$ cat src/rtl/uart_pkg.sv
// Shared UART receive-path constants and the capture FSM state type.
package uart_pkg;

    localparam int UART_DATA_W    = 8;
    localparam int UART_RXF_DEPTH = 16;

    typedef enum logic {
        CAP_IDLE,
        CAP_ARMED
    } cap_state_t;

endpackage

$ cat src/rtl/uart_rx_capture.sv
// Turns the receiver's multi-cycle done level into a single push request per frame,
// carrying the byte sampled one cycle after the rising edge of done.
module uart_rx_capture
    import uart_pkg::*;
#(
    parameter int DATA_W = UART_DATA_W
) (
    input  logic              clk,
    input  logic              reset,
    input  logic              i_rx_done,
    input  logic [DATA_W-1:0] i_rx_data,
    output logic              push_req,
    output logic [DATA_W-1:0] push_data
);

    cap_state_t state, state_nxt;
    logic       done_d;

    // done_d resets high so a done level already asserted at reset release is not an edge
    always_ff @(posedge clk or negedge reset) begin
        if (!reset) begin
            state  <= CAP_IDLE;
            done_d <= 1'b1;
        end else begin
            state  <= state_nxt;
            done_d <= i_rx_done;
        end
    end

    always_comb begin
        state_nxt = state;
        push_req  = 1'b0;
        push_data = '0;
        case (state)
            CAP_IDLE: begin
                if (i_rx_done && !done_d) state_nxt = CAP_ARMED;
            end
            CAP_ARMED: begin
                push_req  = 1'b1;
                push_data = i_rx_data;
                state_nxt = CAP_IDLE;
            end
            default: state_nxt = CAP_IDLE;
        endcase
    end

endmodule

$ cat src/rtl/uart_rx_fifo.sv
// UART receive buffer: one push per received frame into a FWFT FIFO with level, full/empty
// and sticky overflow. Optional threshold interrupt when UART_RX_FIFO_IRQ_EN is defined.
module uart_rx_fifo
    import uart_pkg::*;
#(
    parameter int DATA_W = UART_DATA_W,
    parameter int DEPTH  = UART_RXF_DEPTH,
    parameter int ADDR_W = 4
) (
    input  logic              clk,
    input  logic              reset,
    input  logic              i_rx_done,
    input  logic [DATA_W-1:0] i_rx_data,
    input  logic              i_rd_en,
    input  logic              i_clr_ovf,
`ifdef UART_RX_FIFO_IRQ_EN
    input  logic [ADDR_W:0]   i_thresh,
    output logic              o_irq,
`endif
    output logic [DATA_W-1:0] o_rd_data,
    output logic              o_empty,
    output logic              o_full,
    output logic [ADDR_W:0]   o_level,
    output logic              o_overflow
);

    localparam logic [ADDR_W:0] DEPTH_L = DEPTH[ADDR_W:0];

    logic              push_req;
    logic [DATA_W-1:0] push_data;
    logic [DATA_W-1:0] mem [DEPTH];
    logic [ADDR_W:0]   wr_ptr, rd_ptr, wr_ptr_nxt, rd_ptr_nxt;
    logic              pop, wr_en, ovf_set, ovf_nxt;

    uart_rx_capture #(
        .DATA_W (DATA_W)
    ) u_capture (
        .clk       (clk),
        .reset     (reset),
        .i_rx_done (i_rx_done),
        .i_rx_data (i_rx_data),
        .push_req  (push_req),
        .push_data (push_data)
    );

    // A pop frees the slot the push needs, so full + push + pop is legal and does not overflow
    assign pop     = i_rd_en & ~o_empty;
    assign wr_en   = push_req & (~o_full | pop);
    assign ovf_set = push_req & o_full & ~pop;

    assign wr_ptr_nxt = wr_en ? wr_ptr + 1'b1 : wr_ptr;
    assign rd_ptr_nxt = pop   ? rd_ptr + 1'b1 : rd_ptr;
    assign ovf_nxt    = ovf_set | (o_overflow & ~i_clr_ovf);

    always_ff @(posedge clk or negedge reset) begin
        if (!reset) begin
            wr_ptr     <= '0;
            rd_ptr     <= '0;
            o_overflow <= 1'b0;
        end else begin
            wr_ptr     <= wr_ptr_nxt;
            rd_ptr     <= rd_ptr_nxt;
            o_overflow <= ovf_nxt;
        end
    end

    always_ff @(posedge clk) begin
        if (wr_en) mem[wr_ptr[ADDR_W-1:0]] <= push_data;
    end

    assign o_level   = wr_ptr - rd_ptr;
    assign o_empty   = (o_level == '0);
    assign o_full    = (o_level == DEPTH_L);
    assign o_rd_data = o_empty ? '0 : mem[rd_ptr[ADDR_W-1:0]];

`ifdef UART_RX_FIFO_IRQ_EN
    logic [ADDR_W:0] level_nxt;
    logic            irq_nxt;

    // Evaluated on next-cycle state so the interrupt moves in step with o_level/o_overflow
    assign level_nxt = wr_ptr_nxt - rd_ptr_nxt;
    assign irq_nxt   = ((i_thresh != '0) && (level_nxt >= i_thresh)) || ovf_nxt;

    always_ff @(posedge clk or negedge reset) begin
        if (!reset) o_irq <= 1'b0;
        else        o_irq <= irq_nxt;
    end
`endif

endmodule

$ cat config.mk
export PLATFORM = sky130hd
export DESIGN_NAME = uart_rx_fifo
export DESIGN_NICKNAME = d
export VERILOG_FILES = /design/src/rtl/uart_pkg.sv /design/src/rtl/uart_rx_capture.sv /design/src/rtl/uart_rx_fifo.sv
export SDC_FILE = /design/constraint.sdc
export NUM_CORES = 1
export LEC_CHECK = 0
export BUFFER_PORTS_ARGS = -buffer_cell sky130_fd_sc_hd__buf_2
export CORE_MARGIN = 4
export CORE_UTILIZATION = 60
export DETAILED_ROUTE_END_ITERATION = 8
export HOLD_SLACK_MARGIN = 0.02
export PLACE_DENSITY = 0.83
export SYNTH_ARGS = -nofsm -noshare
export SYNTH_HDL_FRONTEND = slang
export SYNTH_SLANG_ARGS = --single-unit
$ cat constraint.sdc
create_clock -name clk -period 4.31 [get_ports clk]
set_clock_uncertainty 0.15 [all_clocks]
set_input_delay 0.2155 -clock clk [delete_from_list [all_inputs] [get_ports clk]]
set_output_delay 0.2155 -clock clk [all_outputs]
set_load 0.1 [all_outputs]
==> metrics <==
number of routed nets with antenna violations 0; dominant cell type by area after synthesis edfxtp_1; storage element area around 0.0042 sq mm; RD Place Congestion ~0.84; DIE AREA 0.01153 sq mm; Die Span Y 107.4 um; Netlist cell types 45; synthesized area 0.005927 sq mm; Clk Latency, worst-skew pair 0.51 ns; Top-Level Pins 29; post-synth top area share 0.6485; final-report hold violation count 0; minimum clock period 3.831 ns; CP Max Fanout 10; clk sinks 141; Row Count 36; Synth Instances 321; first-pass GRT wire length 20090 um; critical path type flop to primary output; Slowest-stage cell, CP dfrtp_1; sequential area share after synthesis 0.7036; Finish-stage setup viols 0; # fillers 540; Synth Flop Type edfxtp_1; # diodes 0; Critical Path RT a little under 4 ns; max-cap violation count 0; Port-buffer cells 28; RR Endpoint mem[7][4]$_DFFE_PP_; DRC Markers 0; status complete, no violations; Worst slew margin 0.3295; GRT Residual Overflow 0; post-route core utilization 0.7373; die width 107.4 um; hold slack final 0.2034 ns; NumNets Final about 400; Slew Viols, Final 0; Area Growth Syn to Fin 20.48%; DP Area roughly 0.0065 sq mm; Tcrit/Tclk final 0.8888; Routed WL per cell 24.40 um; Worst Hold Class input pin to flop; Worst-path clk slew 0.06 ns; CTS tree built; R2R depth 10; CTS Buffer Depth 2; Final Cell Area 0.007141 sq mm; Max Freq 261.0 MHz; synth warn 0; reg-to-reg slack, setup 0.76 ns; CP arrival 3.47 ns; count of flip-flops with a built-in enable after synthesis 128; final wirelength 12780 um; largest net degree at the start of global routing 36; Tot GR Track Use 0.2439; antenna violations before repair 0; Post-DP HPWL 7921 um; syn_area_per_cell 18.46 sq um; Initial Utilization 0.6120; CP max stage delay between 0.6 and 0.7 ns; Worst Hold Launch i_rx_done; crit-path cells inv_1 -> ha_1 -> nor2_1 -> a21oi_2 -> xor2_4 -> inv_4 -> nor2_4 -> buf_2; RSZ-0062 raised after global routing false; fraction of registers with async set/reset 0.09220; Worst Tran Pin Value 1.000 ns; initial DRC count 321; Root Buffer Master clkbuf_8; Core Region 0.009684 sq mm; syn_nets 344; vias per cell 6.099; Hold EP u_capture.done_d$_DFF_PN1_; vias in the first global route around 3500; Yosys reg bits 141; Synth area leaders edfxtp_1 (65%), mux4_2 (12%), dfrtp_1 (5.1%); startpoint types flop; H-Tree Depth 4; r2r startpoint wr_ptr[0]$_DFFE_PN0P_; via count about 3200; Num CTS Buffers 17; layout cell share with drive strength beyond 1 0.3299; Multi-input gate area 0.001683 sq mm; WHS Path Cells 2; CP Capture Type primary output; drt pass-1 iters 5
-- critical path, delay by kind of cell (launching register included) --
kind            cells  cell delay [ns]
buf+inv             3             0.88
flops               1             0.68
simple gates        2             0.43
fa+ha+maj           1             0.42
xor+xnor            1             0.34
compound gates      1             0.20
-- kinds of logic (layout without fill, tap and decap cells) --
family,after synthesis,in the layout,share of synthesized area
buffers and inverters,25,95,0.02048
xor gates and xnor gates,12,12,0.02217
and+or+nand+nor,71,71,0.06375
muxes,43,43,0.1406
adders and majority gates,10,10,0.02238
AOI/OAI and AO/OA,19,19,0.02702
DFF,141,141,0.7036
-- layer usage --
metal | wire (um) | GRT usage
met5 | 0 | 0
met2 | 6717 | 0.4062
met4 | 331 | 0.09197
met1 | 4842 | 0.3165
met3 | 892 | 0.05699
-- flip-flops by register name (all words and copies together) (netlist names) --
name and flops:
mem 128, o_overflow 1, rd_ptr 5, u_capture.done_d 1, u_capture.state 1, wr_ptr 5
-- worst max path at each step --
stage,startpoint,endpoint,slack [ns],cells past startpoint
after floorplan,rd_ptr[2]$_DFFE_PN0P_,o_rd_data[0],-0.28,10
after global placement,wr_ptr[0]$_DFFE_PN0P_,mem[4][7]$_DFFE_PP_,0.89,10
after detailed placement,wr_ptr[0]$_DFFE_PN0P_,mem[5][7]$_DFFE_PP_,0.88,10
after CTS,wr_ptr[0]$_DFFE_PN0P_,o_empty,0.49,9
after global routing,rd_ptr[3]$_DFFE_PN0P_,o_empty,0.32,8
final,rd_ptr[3]$_DFFE_PN0P_,o_empty,0.48,8
-- placed cells by master (no fill, tap or decap), drive strengths merged --
master / synthesis / layout
nand3: 1 / 1
o21bai: 1 / 1
dfrtp: 12 / 12
dfstp: 1 / 1
and4: 1 / 1
nor4: 5 / 5
nand2: 23 / 23
mux4: 32 / 32
nand3b: 1 / 1
o311ai: 2 / 2
nand2b: 3 / 3
nor3b: 1 / 1
o21ai: 3 / 3
ha: 9 / 9
xor2: 3 / 3
a21oi: 2 / 2
a22o: 1 / 1
o31ai: 2 / 2
bufinv: 0 / 5
fa: 1 / 1
clkinv: 1 / 7
dlygate4sd3: 0 / 6
nor2: 6 / 6
nor3: 13 / 13
xnor2: 9 / 9
and3: 9 / 9
buf: 11 / 47
clkinvlp: 0 / 3
a211oi: 8 / 8
mux2: 2 / 2
and2: 8 / 8
inv: 9 / 9
mux2i: 9 / 9
clkbuf: 4 / 18
edfxtp: 128 / 128
-- per-stage QoR --
| step | cells | setup WS (ns) | TNS (ns) |
|---|---|---|---|
| 6_report | 524 | 0.4792 | 0 |
| 5_1_grt | 524 | 0.3214 | 0 |
| 3_5_place_dp | 486 | 0.8761 | 0 |
| 2_1_floorplan | 321 | -0.2772 | -2.218 |
| 3_3_place_gp | 486 | 0.8929 | 0 |
| 4_1_cts | 524 | 0.4925 | 0 |
-- what timing repair did --
| item | CTS | global route |
|---|---|---|
| buffers inserted | 0 | 0 |
| setup endpoints to repair | 0 | 0 |
| gates resized for setup | 0 | 0 |
| endpoints found under the hold margin | 18 | 0 |
| hold buffers | 6 | 0 |
-- cell type report --
| cell class | count | area share |
|---|---|---|
| Sequential cell | 141 | 0.5842 |
| Inverter | 10 | 0.005607 |
| Timing Repair Buffer | 53 | 0.06483 |
| Multi-Input combinational cell | 155 | 0.2357 |
| Clock buffer | 18 | 0.05852 |
| Clock inverter | 14 | 0.02786 |
| Tap cell | 133 | 0.02330 |
-- synthesized netlist by cell type (2+ instances only) --
library cell / n
o21ai_1: 2
nor2_1: 5
mux2i_1: 9
nor3_1: 12
nand2b_1: 3
nor4_1: 4
edfxtp_1: 128
o311ai_1: 2
buf_2: 5
mux2_1: 2
a211oi_1: 8
clkbuf_1: 4
nand2_1: 23
and3_1: 9
buf_4: 3
xnor2_1: 9
ha_1: 9
dfrtp_1: 12
mux4_2: 32
buf_1: 2
and2_1: 8
inv_1: 7
Power is left out: the tool's default activity adds up to more than one toggle a clock period on the data nets, which glitch-free logic cannot reach.
